`src/rtl/matrix_frame_receiver_if.sv`:
```
// matrix_frame_receiver_if
//   Three-wire LED-matrix serial link (MAX7219 style).
//   Signals:
//     DIN      serial data, MSB first, sampled on LED_CLK rising edge
//     CS       chip select / load; low while shifting, rising edge latches
//     LED_CLK  serial clock
//   Modports: master drives the link (controller / bench), slave receives it.
interface matrix_frame_receiver_if;
  logic DIN;
  logic CS;
  logic LED_CLK;

  modport master (output DIN, output CS, output LED_CLK);
  modport slave  (input  DIN, input  CS, input  LED_CLK);
endinterface

```
`src/rtl/matrix_frame_receiver.sv`:
```
// matrix_frame_receiver
//   Receiving end of the LED-matrix serial link. The link is oversampled on
//   clk, daisy-chained 16-bit words are reassembled in one shift register and
//   each modelled device keeps a shadow of its MAX7219 register file. The
//   displayed image is derived from that register file.
// Ports:
//   clk         system clock, at least 4x LED_CLK
//   reset_n     asynchronous active-low reset
//   link        serial link (slave modport: DIN, CS, LED_CLK)
//   rows        raw digit registers, rows[d*64 + r*8 +: 8] = device d, addr r+1
//   pixels      displayed image, same packing as rows
//   intensity   intensity register (addr 0xA), 4 bits per device
//   shutdown_n  1 = normal operation (addr 0xC bit 0), per device
//   upd         1-cycle pulse, device register file written this cycle
//   frame_err   1-cycle pulse, load seen with bit count != 16*N_DEV
module matrix_frame_receiver #(
  parameter int N_DEV = 1
) (
  input  logic                  clk,
  input  logic                  reset_n,
  matrix_frame_receiver_if.slave link,
  output logic [N_DEV*64-1:0]   rows,
  output logic [N_DEV*64-1:0]   pixels,
  output logic [N_DEV*4-1:0]    intensity,
  output logic [N_DEV-1:0]      shutdown_n,
  output logic [N_DEV-1:0]      upd,
  output logic                  frame_err
);

  localparam int NBITS = 16 * N_DEV;
  localparam int CW    = $clog2(NBITS + 2);
  localparam logic [CW-1:0] CNT_MAX  = CW'(NBITS + 1);
  localparam logic [CW-1:0] CNT_FULL = CW'(NBITS);

  typedef enum logic [1:0] {
    IDLE  = 2'd0,
    SHIFT = 2'd1,
    LATCH = 2'd2
  } state_t;

  // Displayed image of one device: test mode lights everything, shutdown
  // blanks everything, otherwise rows above the scan limit stay dark.
  function automatic logic [63:0] image(input logic [63:0] r,
                                        input logic [2:0]  lim,
                                        input logic        on,
                                        input logic        tst);
    logic [63:0] img;
    img = 64'h0;
    if (tst) begin
      img = {64{1'b1}};
    end else if (!on) begin
      img = 64'h0;
    end else begin
      for (int i = 0; i < 8; i++) begin
        if (3'(i) <= lim) begin
          img[8*i +: 8] = r[8*i +: 8];
        end else begin
          img[8*i +: 8] = 8'h00;
        end
      end
    end
    return img;
  endfunction

  logic din_m, din_s, cs_m, cs_s, lclk_m, lclk_s;
  logic cs_d, lclk_d;
  logic cs_rise, cs_fall, clk_rise;

  state_t state, state_nxt;
  logic   do_shift;

  logic [NBITS-1:0] sr;
  logic [CW-1:0]    bit_cnt;

  logic [N_DEV*8-1:0]  decode_mode;
  logic [N_DEV*3-1:0]  scan_limit;
  logic [N_DEV-1:0]    disp_test;

  logic [N_DEV*64-1:0] rows_nxt, pix_nxt;
  logic [N_DEV*8-1:0]  mode_nxt;
  logic [N_DEV*4-1:0]  int_nxt;
  logic [N_DEV*3-1:0]  lim_nxt;
  logic [N_DEV-1:0]    sd_nxt, tst_nxt, upd_nxt;
  logic                err_nxt;
  logic [3:0]          addr;
  logic [7:0]          data;
  logic [2:0]          ridx;

  // decode_mode is held as a register but never decoded (no BCD font here);
  // the top word nibble is a don't-care in the MAX7219 format.
  logic unused_bits;
  assign unused_bits = ^{decode_mode, sr[NBITS-1]};

  // Two-flop synchronizers plus one delayed copy for edge detection.
  always_ff @(posedge clk or negedge reset_n) begin
    if (!reset_n) begin
      din_m  <= 1'b0;
      din_s  <= 1'b0;
      cs_m   <= 1'b1;
      cs_s   <= 1'b1;
      lclk_m <= 1'b0;
      lclk_s <= 1'b0;
      cs_d   <= 1'b1;
      lclk_d <= 1'b0;
    end else begin
      din_m  <= link.DIN;
      din_s  <= din_m;
      cs_m   <= link.CS;
      cs_s   <= cs_m;
      lclk_m <= link.LED_CLK;
      lclk_s <= lclk_m;
      cs_d   <= cs_s;
      lclk_d <= lclk_s;
    end
  end

  assign cs_rise  = cs_s & ~cs_d;
  assign cs_fall  = ~cs_s & cs_d;
  assign clk_rise = lclk_s & ~lclk_d;

  // FSM state register.
  always_ff @(posedge clk or negedge reset_n) begin
    if (!reset_n) begin
      state <= IDLE;
    end else begin
      state <= state_nxt;
    end
  end

  // FSM next state; a load edge takes priority over a coincident clock edge.
  always_comb begin
    state_nxt = state;
    do_shift  = 1'b0;
    case (state)
      IDLE: begin
        if (cs_fall) begin
          state_nxt = SHIFT;
        end else begin
          state_nxt = IDLE;
        end
      end
      SHIFT: begin
        if (cs_rise) begin
          state_nxt = LATCH;
        end else if (clk_rise) begin
          do_shift = 1'b1;
        end else begin
          state_nxt = SHIFT;
        end
      end
      LATCH: begin
        // A new frame may start while the previous one is being latched.
        if (cs_fall) begin
          state_nxt = SHIFT;
        end else begin
          state_nxt = IDLE;
        end
      end
      default: state_nxt = IDLE;
    endcase
  end

  // Shift register and saturating bit counter.
  always_ff @(posedge clk or negedge reset_n) begin
    if (!reset_n) begin
      sr      <= {NBITS{1'b0}};
      bit_cnt <= {CW{1'b0}};
    end else begin
      if (cs_fall) begin
        bit_cnt <= {CW{1'b0}};
      end else if (do_shift && (bit_cnt != CNT_MAX)) begin
        bit_cnt <= bit_cnt + CW'(1);
      end
      if (do_shift) begin
        sr <= {sr[NBITS-2:0], din_s};
      end
    end
  end

  // Register-file decode during LATCH; device d only updates when its whole
  // word arrived (device 0 holds the last word shifted in).
  always_comb begin
    rows_nxt = rows;
    mode_nxt = decode_mode;
    int_nxt  = intensity;
    lim_nxt  = scan_limit;
    sd_nxt   = shutdown_n;
    tst_nxt  = disp_test;
    upd_nxt  = {N_DEV{1'b0}};
    err_nxt  = 1'b0;
    addr     = 4'h0;
    data     = 8'h00;
    ridx     = 3'd0;
    if (state == LATCH) begin
      err_nxt = (bit_cnt != CNT_FULL);
      for (int d = 0; d < N_DEV; d++) begin
        addr = sr[16*d + 8 +: 4];
        data = sr[16*d +: 8];
        ridx = 3'(addr - 4'd1);
        if (bit_cnt >= CW'(16 * (d + 1))) begin
          case (addr)
            4'h1, 4'h2, 4'h3, 4'h4, 4'h5, 4'h6, 4'h7, 4'h8: begin
              rows_nxt[64*d + 8*ridx +: 8] = data;
              upd_nxt[d] = 1'b1;
            end
            4'h9: begin
              mode_nxt[8*d +: 8] = data;
              upd_nxt[d] = 1'b1;
            end
            4'hA: begin
              int_nxt[4*d +: 4] = data[3:0];
              upd_nxt[d] = 1'b1;
            end
            4'hB: begin
              lim_nxt[3*d +: 3] = data[2:0];
              upd_nxt[d] = 1'b1;
            end
            4'hC: begin
              sd_nxt[d]  = data[0];
              upd_nxt[d] = 1'b1;
            end
            4'hF: begin
              tst_nxt[d] = data[0];
              upd_nxt[d] = 1'b1;
            end
            default: upd_nxt[d] = 1'b0;  // 0x0 no-op, 0xD/0xE unused
          endcase
        end else begin
          upd_nxt[d] = 1'b0;
        end
      end
    end else begin
      err_nxt = 1'b0;
    end
  end

  // Image built from the next register values so it lands with them.
  always_comb begin
    pix_nxt = {N_DEV*64{1'b0}};
    for (int d = 0; d < N_DEV; d++) begin
      pix_nxt[64*d +: 64] = image(rows_nxt[64*d +: 64], lim_nxt[3*d +: 3],
                                  sd_nxt[d], tst_nxt[d]);
    end
  end

  // Register file, image and status pulses.
  always_ff @(posedge clk or negedge reset_n) begin
    if (!reset_n) begin
      rows        <= {N_DEV*64{1'b0}};
      pixels      <= {N_DEV*64{1'b0}};
      decode_mode <= {N_DEV*8{1'b0}};
      intensity   <= {N_DEV*4{1'b0}};
      scan_limit  <= {N_DEV*3{1'b0}};
      shutdown_n  <= {N_DEV{1'b0}};
      disp_test   <= {N_DEV{1'b0}};
      upd         <= {N_DEV{1'b0}};
      frame_err   <= 1'b0;
    end else begin
      rows        <= rows_nxt;
      pixels      <= pix_nxt;
      decode_mode <= mode_nxt;
      intensity   <= int_nxt;
      scan_limit  <= lim_nxt;
      shutdown_n  <= sd_nxt;
      disp_test   <= tst_nxt;
      upd         <= upd_nxt;
      frame_err   <= err_nxt;
    end
  end

endmodule

```
`src/flat_wrapper.sv`:
```
// flat-port wrapper written by rule: the top's interface ports become plain ports
module matrix_frame_receiver_flat 
#(
  parameter int N_DEV = 1
)
  (clk, reset_n, rows, pixels, intensity, shutdown_n, upd, frame_err, link_DIN, link_CS, link_LED_CLK);
  matrix_frame_receiver_if link_i ();
  input  logic clk;
  input  logic reset_n;
  output logic [N_DEV*64-1:0] rows;
  output logic [N_DEV*64-1:0] pixels;
  output logic [N_DEV*4-1:0] intensity;
  output logic [N_DEV-1:0] shutdown_n;
  output logic [N_DEV-1:0] upd;
  output logic frame_err;
  input wire logic [$bits(link_i.DIN)-1:0] link_DIN;
  input wire logic [$bits(link_i.CS)-1:0] link_CS;
  input wire logic [$bits(link_i.LED_CLK)-1:0] link_LED_CLK;
  assign link_i.DIN = link_DIN;
  assign link_i.CS = link_CS;
  assign link_i.LED_CLK = link_LED_CLK;
  matrix_frame_receiver #(.N_DEV(N_DEV)) u_core (.clk(clk), .reset_n(reset_n), .link(link_i), .rows(rows), .pixels(pixels), .intensity(intensity), .shutdown_n(shutdown_n), .upd(upd), .frame_err(frame_err));
endmodule
```
`config.mk`:
```
export PLATFORM = sky130hd
export DESIGN_NAME = matrix_frame_receiver_flat
export DESIGN_NICKNAME = d
export VERILOG_FILES = /design/src/rtl/matrix_frame_receiver_if.sv /design/src/rtl/matrix_frame_receiver.sv /design/src/flat_wrapper.sv
export SDC_FILE = /design/constraint.sdc
export NUM_CORES = 1
export LEC_CHECK = 0
export BUFFER_PORTS_ARGS = -buffer_cell sky130_fd_sc_hd__buf_4
export CAP_MARGIN = 20
export CORE_UTILIZATION = 49
export DETAILED_ROUTE_END_ITERATION = 7
export GPL_TIMING_DRIVEN = 0
export PLACE_DENSITY = 0.76
export SLEW_MARGIN = 40
export SYNTH_ARGS = -nofsm -noshare
export SYNTH_HDL_FRONTEND = slang
export SYNTH_SLANG_ARGS = --single-unit
```
`constraint.sdc`:
```
create_clock -name clk -period 2.3 [get_ports clk]
set_input_delay 0.115 -clock clk [delete_from_list [all_inputs] [get_ports clk]]
set_output_delay 0.115 -clock clk [all_outputs]
set_load 0.02 [all_outputs]
```
Word level (Yosys, flattened, before mapping)

Index checks and enable logic that the tools add are counted.

Bits in registers: 166
Logic and storage cells: 100
ROM bits: 0
Memory bits (writable): 0
Memories kept: 0
Bits in latches: 0
Input bits: 5
Output and inout bits: 135

Equal/unequal tests: 18
$lt $le $gt $ge: 9
Div/mod/pow operators: 0
Multipliers: 0
Muxes and demuxes: 36
$add $sub $neg: 3
Shift operators: 2
Reductions and logical operators: 7
Bitwise operators: 6

Operator list:

| operator                                                                        | count |
|---|---|
| 64-bit two-way mux                                                              | 5 |
| 64-bit bitwise mux                                                              | 1 |
| 8-bit two-way mux                                                               | 8 |
| 8-bit by 34-bit variable shift with 64-bit output, first input constant         | 1 |
| 8-bit by 34-bit indexed part select with 64-bit output                          | 1 |
| 6-bit negator with 34-bit output                                                | 1 |
| 4-bit equality test, second input constant                                      | 6 |
| 4-bit by 3-bit equality test with 1-bit output, second input constant           | 4 |
| 1-bit two-way mux                                                               | 14 |
| 13-bit OR reduction                                                             | 1 |
| 3-bit less-or-equal comparator, first input constant                            | 4 |
| 5-bit two-way mux                                                               | 2 |
| 5-bit != test, second input constant                                            | 2 |
| 3-bit two-way mux                                                               | 3 |
| 4-bit by 2-bit equality test with 1-bit output, second input constant           | 2 |
| 8-bit OR reduction                                                              | 1 |
| 1-bit by 3-bit less-or-equal comparator with 1-bit output, first input constant | 2 |
| 2-bit by 3-bit less-or-equal comparator with 1-bit output, first input constant | 2 |
| 5-bit by 1-bit adder with 5-bit output, second input constant                   | 1 |
| 5-bit >= comparator, second input constant                                      | 1 |
| 4-bit by 1-bit equality test with 1-bit output, second input constant           | 1 |
| 2-bit two-way mux                                                               | 2 |
| 2-bit one-hot mux with 2 select lines                                           | 1 |
| 1-bit bitwise AND                                                               | 3 |
| other kinds (10)                                                                | 12 |

Logic depth before layout (Yosys ltp)

Gate-level depths: netlist of run 1.

Depth in word-level cells: 10
Mapped depth: 9
Gate-level depth less buffers: 8

Worst setup path after synthesis of run 1

No wires, ideal clock.

Path type: reg-to-reg
From: register u_core.sr[8]
To: register u_core.pixels[39]
Data required time: 2.180 ns
Stages on the path, launching flop included: 9
Arrival: 2.415 ns
Path buffers: 1
Path slack: -0.234 ns
Setup time: 0.120 ns
Period minus slack after synthesis: 2.534 ns
Path through: dfrtp_1 -> inv_1 -> ha_1 -> xnor2_1 -> ha_1 -> buf_1 -> nand4b_4 -> mux2_4 -> a31o_1

Cells in the longest elaborated chain, start to end: 10
Elaborated cells between the ends (all ways): 33
Classes of those cells: 2 x add/sub; 1 x order compare; 11 x eq/ne; 2 x shift; 16 x mux; 1 x reduce/logical

Ends and longest elaborated chain:

| what                                                                                                                               | RTL line                     | RTL |
|---|---|---|
| start, declared                                                                                                                    | matrix_frame_receiver.sv:72  | `logic [NBITS-1:0] sr;` |
| start signal, assigned                                                                                                             | matrix_frame_receiver.sv:166 | `sr <= {NBITS{1'b0}};` |
| start signal, assigned                                                                                                             | matrix_frame_receiver.sv:175 | `sr <= {sr[NBITS-2:0], din_s};` |
| 3-bit by 1-bit subtractor with 3-bit output                                                                                        | matrix_frame_receiver.sv:199 | `ridx = 3'(addr - 4'd1);` |
| 6-bit negator with 34-bit output                                                                                                   | matrix_frame_receiver.sv:203 | `rows_nxt[64*d + 8*ridx +: 8] = data;` |
| 8-bit by 34-bit indexed part select with 64-bit output / 8-bit by 34-bit variable shift with 64-bit output (equally long branches) | matrix_frame_receiver.sv:203 |  |
| 64-bit bitwise mux                                                                                                                 | matrix_frame_receiver.sv:203 |  |
| 64-bit two-way mux *                                                                                                               | matrix_frame_receiver.sv:201 | `case (addr)` |
| 64-bit two-way mux *                                                                                                               | matrix_frame_receiver.sv:200 | `if (bit_cnt >= CW'(16 * (d + 1))) begin` |
| 64-bit two-way mux *                                                                                                               | matrix_frame_receiver.sv:194 | `if (state == LATCH) begin` |
| named net u_core.rows_nxt[39]                                                                                                      | matrix_frame_receiver.sv:79  | `logic [N_DEV*64-1:0] rows_nxt, pix_nxt;` |
| 8-bit two-way mux *                                                                                                                | matrix_frame_receiver.sv:55  | `if (3'(i) <= lim) begin` |
| 64-bit two-way mux *                                                                                                               | matrix_frame_receiver.sv:51  | `end else if (!on) begin` |
| 64-bit two-way mux *                                                                                                               | matrix_frame_receiver.sv:49  | `if (tst) begin` |
| named net u_core.pix_nxt[39]                                                                                                       | matrix_frame_receiver.sv:79  |  |
| end signal, assigned                                                                                                               | matrix_frame_receiver.sv:250 | `pixels <= {N_DEV*64{1'b0}};` |
| end signal, assigned                                                                                                               | matrix_frame_receiver.sv:260 | `pixels <= pix_nxt;` |
| end, declared                                                                                                                      | matrix_frame_receiver.sv:23  | `output logic [N_DEV*64-1:0] pixels,` |

Mark *: on every way through the listed nets, which the timed path passes. The rest lies on a longest branch.
A chain may end at the register's enable or synchronous reset.

Final worst setup path of run 1

From: register u_core.sr[8]
To: register u_core.pixels[44]

Cells in the longest elaborated chain, start to end: 10
Elaborated cells between the ends (all ways): 33
Classes of those cells: 2 x add/sub; 1 x order compare; 11 x eq/ne; 2 x shift; 16 x mux; 1 x reduce/logical

Ends and longest elaborated chain:

| what                                                                                                                               | RTL line |
|---|---|
| 3-bit by 1-bit subtractor with 3-bit output                                                                                        | matrix_frame_receiver.sv:199 |
| 6-bit negator with 34-bit output                                                                                                   | matrix_frame_receiver.sv:203 |
| 8-bit by 34-bit indexed part select with 64-bit output / 8-bit by 34-bit variable shift with 64-bit output (equally long branches) | matrix_frame_receiver.sv:203 |
| 64-bit bitwise mux                                                                                                                 | matrix_frame_receiver.sv:203 |
| 64-bit two-way mux                                                                                                                 | matrix_frame_receiver.sv:201 |
| 64-bit two-way mux                                                                                                                 | matrix_frame_receiver.sv:200 |
| 64-bit two-way mux                                                                                                                 | matrix_frame_receiver.sv:194 |
| 8-bit two-way mux                                                                                                                  | matrix_frame_receiver.sv:55 |
| 64-bit two-way mux                                                                                                                 | matrix_frame_receiver.sv:51 |
| 64-bit two-way mux *                                                                                                               | matrix_frame_receiver.sv:49 |
| named net u_core.pix_nxt[44]                                                                                                       | matrix_frame_receiver.sv:79 |

Marks and branches as above.

==> results of run 1 <==
-- worst register-to-register path, delay by kind of cell (launching register included) --
family                     cells  cell delay, ns
AOI/OAI and AO/OA              1            0.13
xor gates and xnor gates       1            0.27
adders and majority gates      2            0.45
buffers and inverters          3            0.41
DFF                            1            0.42
muxes                          1            0.22
and+or+nand+nor                1            0.23
-- final cells by class --
class,instances,share of cell area (%)
buffer,18,1.15
clock buffer,24,5.11
clock inverter,8,1.14
inverter,86,3.63
multi-input combinational,282,25.9
sequential,166,46.0
tap,176,2.44
timing repair buffer,166,14.6
-- cells by family (layout without fill, tap and decap cells) --
logic type / Yosys count / in the layout / share of synthesized area [%]
AO/OA/AOI/OAI: 80 / 80 / 6.75
XOR/XNOR: 5 / 5 / 0.653
adder cells (fa/ha/maj): 12 / 12 / 2.24
buffers and inverters: 105 / 302 / 6.00
flip-flops: 166 / 166 / 62.0
multiplexers: 84 / 84 / 13.2
AND/OR/NAND/NOR: 101 / 101 / 9.16
-- metal layers --
layer	GRT usage (%)	vias to the layer above	wire, µm
met4	9.49	0	331
met3	5.75	26	802
met1	29.7	2394	6760
li1	-	2188	-
met2	39.9	158	8210
met5	0	-	0
-- through the flow --
step | utilization [%] | hold slack [ns] | area [µm²] | setup slack [ns]
after floorplan | - | -0.181 | 6730 | 0.0111
after global placement | 60.1 | 0.224 | 8000 | -0.662
after detailed placement | 60.7 | -0.0247 | 8070 | -0.806
after CTS | 66.3 | 0.106 | 8820 | 0.00228
after global routing | 68.0 | 0.132 | 9040 | -0.0537
final | 68.0 | 0.120 | 9040 | 0.0337
-- state kept, by name, indices dropped and copies added (netlist names), 2 cells and up --
signal,count
u_core.bit_cnt,5
u_core.intensity,4
u_core.scan_limit,3
u_core.sr,12
u_core.pixels,64
u_core.rows,64
u_core.state,2
-- worst paths after layout --
| kind | from | end | slack [ns] |
|---|---|---|---|
| min in group clk | link_LED_CLK | u_core.lclk_m | 0.33 |
| max in group asynchronous | reset_n | u_core.sr[9] | 1.57 |
| hold reg to reg | u_core.lclk_m | u_core.lclk_s | 0.35 |
| hold / removal | reset_n | u_core.rows[34] | 0.12 |
| setup / recovery | u_core.sr[8] | u_core.pixels[44] | 0.03 |
| setup reg to reg | u_core.sr[8] | u_core.pixels[44] | 0.03 |
-- power breakdown --
part	switching (W)	internal [W]	leakage, nW
sequential	0.000120	0.00298	2.29
clock	0.00110	0.00163	0.269
combinational	0.000246	0.000130	2.75
-- repair_timing --
action / 4_1_cts / 5_1_grt
buffers inserted: 7 / 14
hold buffers: 4 / 0
gates cloned: 0 / 0
endpoints found under the setup margin: 131 / 94
resized for setup: 21 / 26
pin swaps: 3 / 6
hold endpoints to repair: 167 / 0
-- cell usage in the layout, fill, tap and decap left out, drive strengths merged, types with 4 or more instances in the layout --
| cell type | Yosys | layout |
|---|---|---|
| nand4 | 7 | 7 |
| mux2 | 32 | 32 |
| mux2i | 52 | 52 |
| and2 | 27 | 27 |
| ha | 12 | 12 |
| dlygate4sd3 | 0 | 4 |
| inv | 86 | 87 |
| clkbuf | 13 | 36 |
| nand4b | 5 | 5 |
| o21ai | 69 | 69 |
| nand2 | 25 | 25 |
| dfrtp | 163 | 163 |
| or3 | 4 | 4 |
| nor2 | 12 | 12 |
| buf | 6 | 168 |
==> results.md, run 1 <==
- Type of the worst setup path: reg -> reg
- PD cells: 687 mW/mm²
- Num CTS Buffers: 17
- Nets: around 750
- Setup tns final: 0 ns
- Inserted Diodes: 0
- Skew final: about 0.0095 ns
- H-Tree Depth: 4
- Largest net degree at the start of global routing: 76
- Storage element area: approximately 0.0042 mm²
- Register area share after synthesis: 62.0%
- Placed Instances: 870
- Fin cells: about 900
- Yosys reg bits: around 170
- Die height: around 120 µm
- Row cnt: between 40 and 50
- Post-detail-place hpwl: around 11000 µm
- First-pass GRT wire length: around 25000 µm
- Tot Pwr: between 0.006 and 0.007 W
- Crit-path max cell delay: between 0.4 and 0.5 ns
- Critical Path Start Type: flop
- Hold Path Class: in -> async
- IO Count: 140
- Clk sinks: 166
- Syn Area/Cell: 12.1 µm²
- Largest area contributor in the netlist: dfrtp_1
- Fill cell count: 981
- Multi-input gate area: between 0.002 and 0.0025 mm²
- Worst Path Max Fanout: 8
- Wirelength, routed: between 15000 and 20000 µm
- Status: finished clean
- Synth cell types: a little under 50
- CTS tree: done
- Ys Warns: 0
- Synth Cell Area: between 0.006 and 0.007 mm²
- FFs w/ async S/R, synth: 100%
- Fin. Hold Viols: 0
- Max-slew headroom: a little over half
- Starting Density: 50.5%
- FMAX: around 440 MHz
- Worst EP required: ~2.6 ns
- Setup-failing EPs final: 0
- Final min period: between 2 and 2.5 ns
- WP buf/inv: 3
- Initial DRC Count: about 300
- Latest clock arrival within the worst-skew pair: between 0.4 and 0.5 ns
- Top-count cell post-synth: dfrtp_1
- Gr ovfl total: 0
- Initial antenna violation count: 0
- Reg2reg path depth: 9
- Crit path cell chain: inv_4 > ha_4 > xnor2_4 > ha_4 > buf_6 > nand4b_1 > buf_6 > mux2i_2 > o21ai_0
- IO Port Bufs: 139
- Post-synth EDFFs: 0
- Dominant synthesized flop cell: dfrtp_1
- Drt pass-1 iters: 5
- Clock Tree Root: clkbuf_16
- Max VDD drop: about 0.52 mV
- RSZ-0062 raised after global routing: true
- Yosys top cell area share: about three fifths
- Routed len/inst: roughly 17 µm
- Cells after Synth: around 550
- DR vias/cell: between 5 and 6
- Final period util: a little over nine tenths
- Area grow syn2layout: 34.7%
- CP max stage cell: dfrtp_2
- Maxcap violations: 0
- Syn Nets: 570
- Die width: 119 µm
- Via count: between 4000 and 5000
- Cell depth of the worst setup path: 9
- Element type at the critical path end: flop
- Crit-path leading delay family: adder cells
- Max-slew violations: 0
- GRT Total Usage: a little under a quarter
- Arrival time at the worst endpoint: about 2.6 ns
- Area contributors post-synth: dfrtp_1, mux2i_1, mux2_2
- Placer Congestion: between 0.8 and 0.9
- Most frequent cells after synthesis: dfrtp_1, inv_1, o21ai_0, mux2i_1, mux2_2
- Clk slew on worst S/H paths: around 0.060 ns
- Die Area: about 0.014 mm²
- P_leak: 5.31 nW
- Detailed-route DRC error count: 0
- Share of cells above drive strength 1: a little over a third
- Least-Margin Pin Slew: roughly 0.7 ns
- Routed Antenna Nets: 0
- Number of global-route vias before repair: a little under 5000
- Core ar.: 0.0133 mm²
- Clock buffer depth: 2
(Power assumes the default switching activity.)
==> inputs of run 2 (changes only) <==
- CORE_ASPECT_RATIO: default -> 1.25
- HOLD_SLACK_MARGIN: default -> 0.03
==> run 2 against run 1 <==
Net effect:
- register-to-register slack better by 0.02 ns
- first-iteration DRC count is 34% lower
- core utilization is 0.39 points lower
- total power is 2.2% lower
- sequential share of layout area is 0.28 points higher
- critical endpoint is now u_core.pixels[39]
- setup slack better by 0.017 ns
- die area hardly changed
- via count is 0.55% higher
- global-route usage is 0.65 points lower
- routed wire length hardly changed
- final cell count is 1.5% lower
- largest power group unchanged
==> results.md, run 2 (synthesized netlist as in run 1, its figures left out) <==
- GRT Total Usage: a little under a quarter
- Clock network power share: a little over two fifths
- Global-route met2 utilization: about two fifths
- Register-to-Register Setup Slack: slightly above 0.05 ns
- Routed Antenna Nets: 0
- Sw power: between 0.001 and 0.0015 W
- Reg2Reg Launch Point: u_core.sr[9]
- Reg2reg path depth: 8
- Setup ws final: slightly above 0.05 ns
- Worst slack at placement: -0.788 ns
- Die Area: between 0.01 and 0.015 mm²
- Initial DRC Count: between 200 and 250
- Final min period: 2.25 ns
- Most frequent cells in the layout: dfrtp_1, buf_4, inv_1
- First-pass GRT wire length: roughly 25000 µm
- Nets: around 750
- Maxcap violations: 0
- M1 GR Usage: 27.6%
- Area grow syn2layout: 33.8%
- Placer Congestion: about 0.86
- Number of global-route vias before repair: roughly 5000
- Most common cell after layout, fill and taps aside: dfrtp_1
- Least-Margin Pin Slew: between 0.6 and 0.7 ns
- M3 GR Usage: between 3 and 4%
- Status: finished clean
- PD cells: around 680 mW/mm²
- Post-detail-place hpwl: 10900 µm
- Element type at the critical path end: flop
- Crit path from: u_core.sr[9]
- Biggest regs: u_core.pixels: 64 flops, u_core.rows: 64 flops, u_core.sr: 12 flops
- Gr ovfl total: 0
- Initial antenna violation count: 0
- Fin area: between 0.008 and 0.009 mm²
- Clock buffer depth: 2
- Crit-path max cell delay: approximately 0.46 ns
- Clk sinks: 166
- Hold Path Class: in -> async
- Routed len/inst: 17.7 µm
- Die height: 133 µm
- FMAX: ~440 MHz
- Inserted Diodes: 0
- RSZ-0062 raised after global routing: true
- Largest net degree at the start of global routing: 71
- Cell Area, Placed: 0.00807 mm²
- Num CTS Buffers: 17
- Int Power: roughly 0.0046 W
- Via count: 4792
- Switching share of total power: between 20% and 30%
- Clk slew on worst S/H paths: 0.06 ns
- GRT busiest layer: met2
- Starting Density: 50.5%
- Core ar.: 0.0133 mm²
- IO Count: 140
- Worst Path Max Fanout: 8
- CP max stage cell: dfrtp_2
- Skew final: between 0.007 and 0.008 ns
- Max VDD drop: between 0.4 and 0.5 mV
- Arrival time at the worst endpoint: between 2 and 3 ns
- Wirelength, routed: approximately 16000 µm
- Row cnt: 47
- Combinational fraction of design power: slightly above 6%
- Fin. Hold Viols: 0
- Worst R2R End: u_core.pixels[39]
- Die width: approximately 110 µm
- Detailed-route DRC error count: 0
- Final period util: a little over nine tenths
- Drt pass-1 iters: 5
- Max-slew violations: 0
- Sequential power share: between 50 and 60%
- Type of the worst setup path: reg -> reg
- Latest clock arrival within the worst-skew pair: 0.41 ns
- P_leak: 5.25 nW
- IO Port Bufs: between 100 and 150
- CTS tree: done
- DR vias/cell: 5.25
- Crit path cell chain: inv_4 > ha_4 > a211oi_2 > a221oi_4 > buf_12 > nand4b_4 > mux2_4 > a31o_1
- Critical Path Start Type: flop
- Clock Tree Root: clkbuf_16
- H-Tree Depth: 4
- Worst EP required: approximately 2.6 ns
- Share of cells above drive strength 1: 36.2%
- Setup-failing EPs final: 0
- Max-slew headroom: 55.2%
==> run 2: worst max path at each step <==
| stage | slack [ns] | cells after the start | end |
|---|---|---|---|
| after floorplan | 0.01 | 7 | u_core.pixels[39] |
| after global placement | -0.66 | 8 | u_core.pixels[28] |
| after detailed placement | -0.79 | 8 | u_core.pixels[30] |
| after CTS | 0.002 | 9 | u_core.pixels[57] |
| after global routing | -0.04 | 8 | u_core.pixels[17] |
| final | 0.05 | 8 | u_core.pixels[39] |
==> run 2: final cells by class <==
type | count | area (µm²)
Fill cell | 939 | 4310
Sequential cell | 166 | 4160
Multi-Input combinational cell | 282 | 2380
Timing Repair Buffer | 157 | 1250
Clock buffer | 21 | 470
Inverter | 86 | 328
Tap cell | 171 | 214
Buffer | 18 | 104
Clock inverter | 11 | 76.3
==> run 2: power groups by stage <==
stage	logic, W	clock network [W]	registers (W)
CTS	0.000370	0.00262	0.00310
detailed placement	0.000356	0	0.00316
floorplan	0.000187	0	0.00309
global route	0.000419	0.00277	0.00311
global placement	0.000331	0	0.00314
finish	0.000378	0.00259	0.00311
==> run 2: routing by layer <==
metal | routed length (µm) | up-vias
met4 | 627 | 0
li1 | - | 2171
met3 | 591 | 40
met2 | 8540 | 142
met1 | 6340 | 2439
met5 | 0 | -
==> run 2: critical path, delay by kind of cell (launching register included) <==
kind / cells / cell delay (ns)
multiplexers: 1 / 0.36
flip-flops: 1 / 0.46
buffers and inverters: 2 / 0.28
adder cells (fa/ha/maj): 1 / 0.21
AND/OR/NAND/NOR: 1 / 0.20
AO/OA/AOI/OAI: 3 / 0.63
==> run 2: stage by stage <==
stage          power [W]  setup TNS, ns  hold slack, ns  util [%]  cells
2_1_floorplan    0.00328              0          -0.181         -    553
3_3_place_gp     0.00348         -32.74           0.223      60.1    863
3_5_place_dp     0.00351         -39.12         0.00576      60.7    865
4_1_cts          0.00609              0           0.157      66.1    905
5_1_grt          0.00629         -0.102           0.173      67.6    912
6_report         0.00608              0           0.148      67.6    912
==> run 2: timing repair <==
action,4_1_cts,5_1_grt
endpoints found under the hold margin,96,0
hold buffers,4,0
endpoints found under the setup margin,128,82
buffers inserted,4,8
pin swaps,2,6
gates resized for setup,19,37
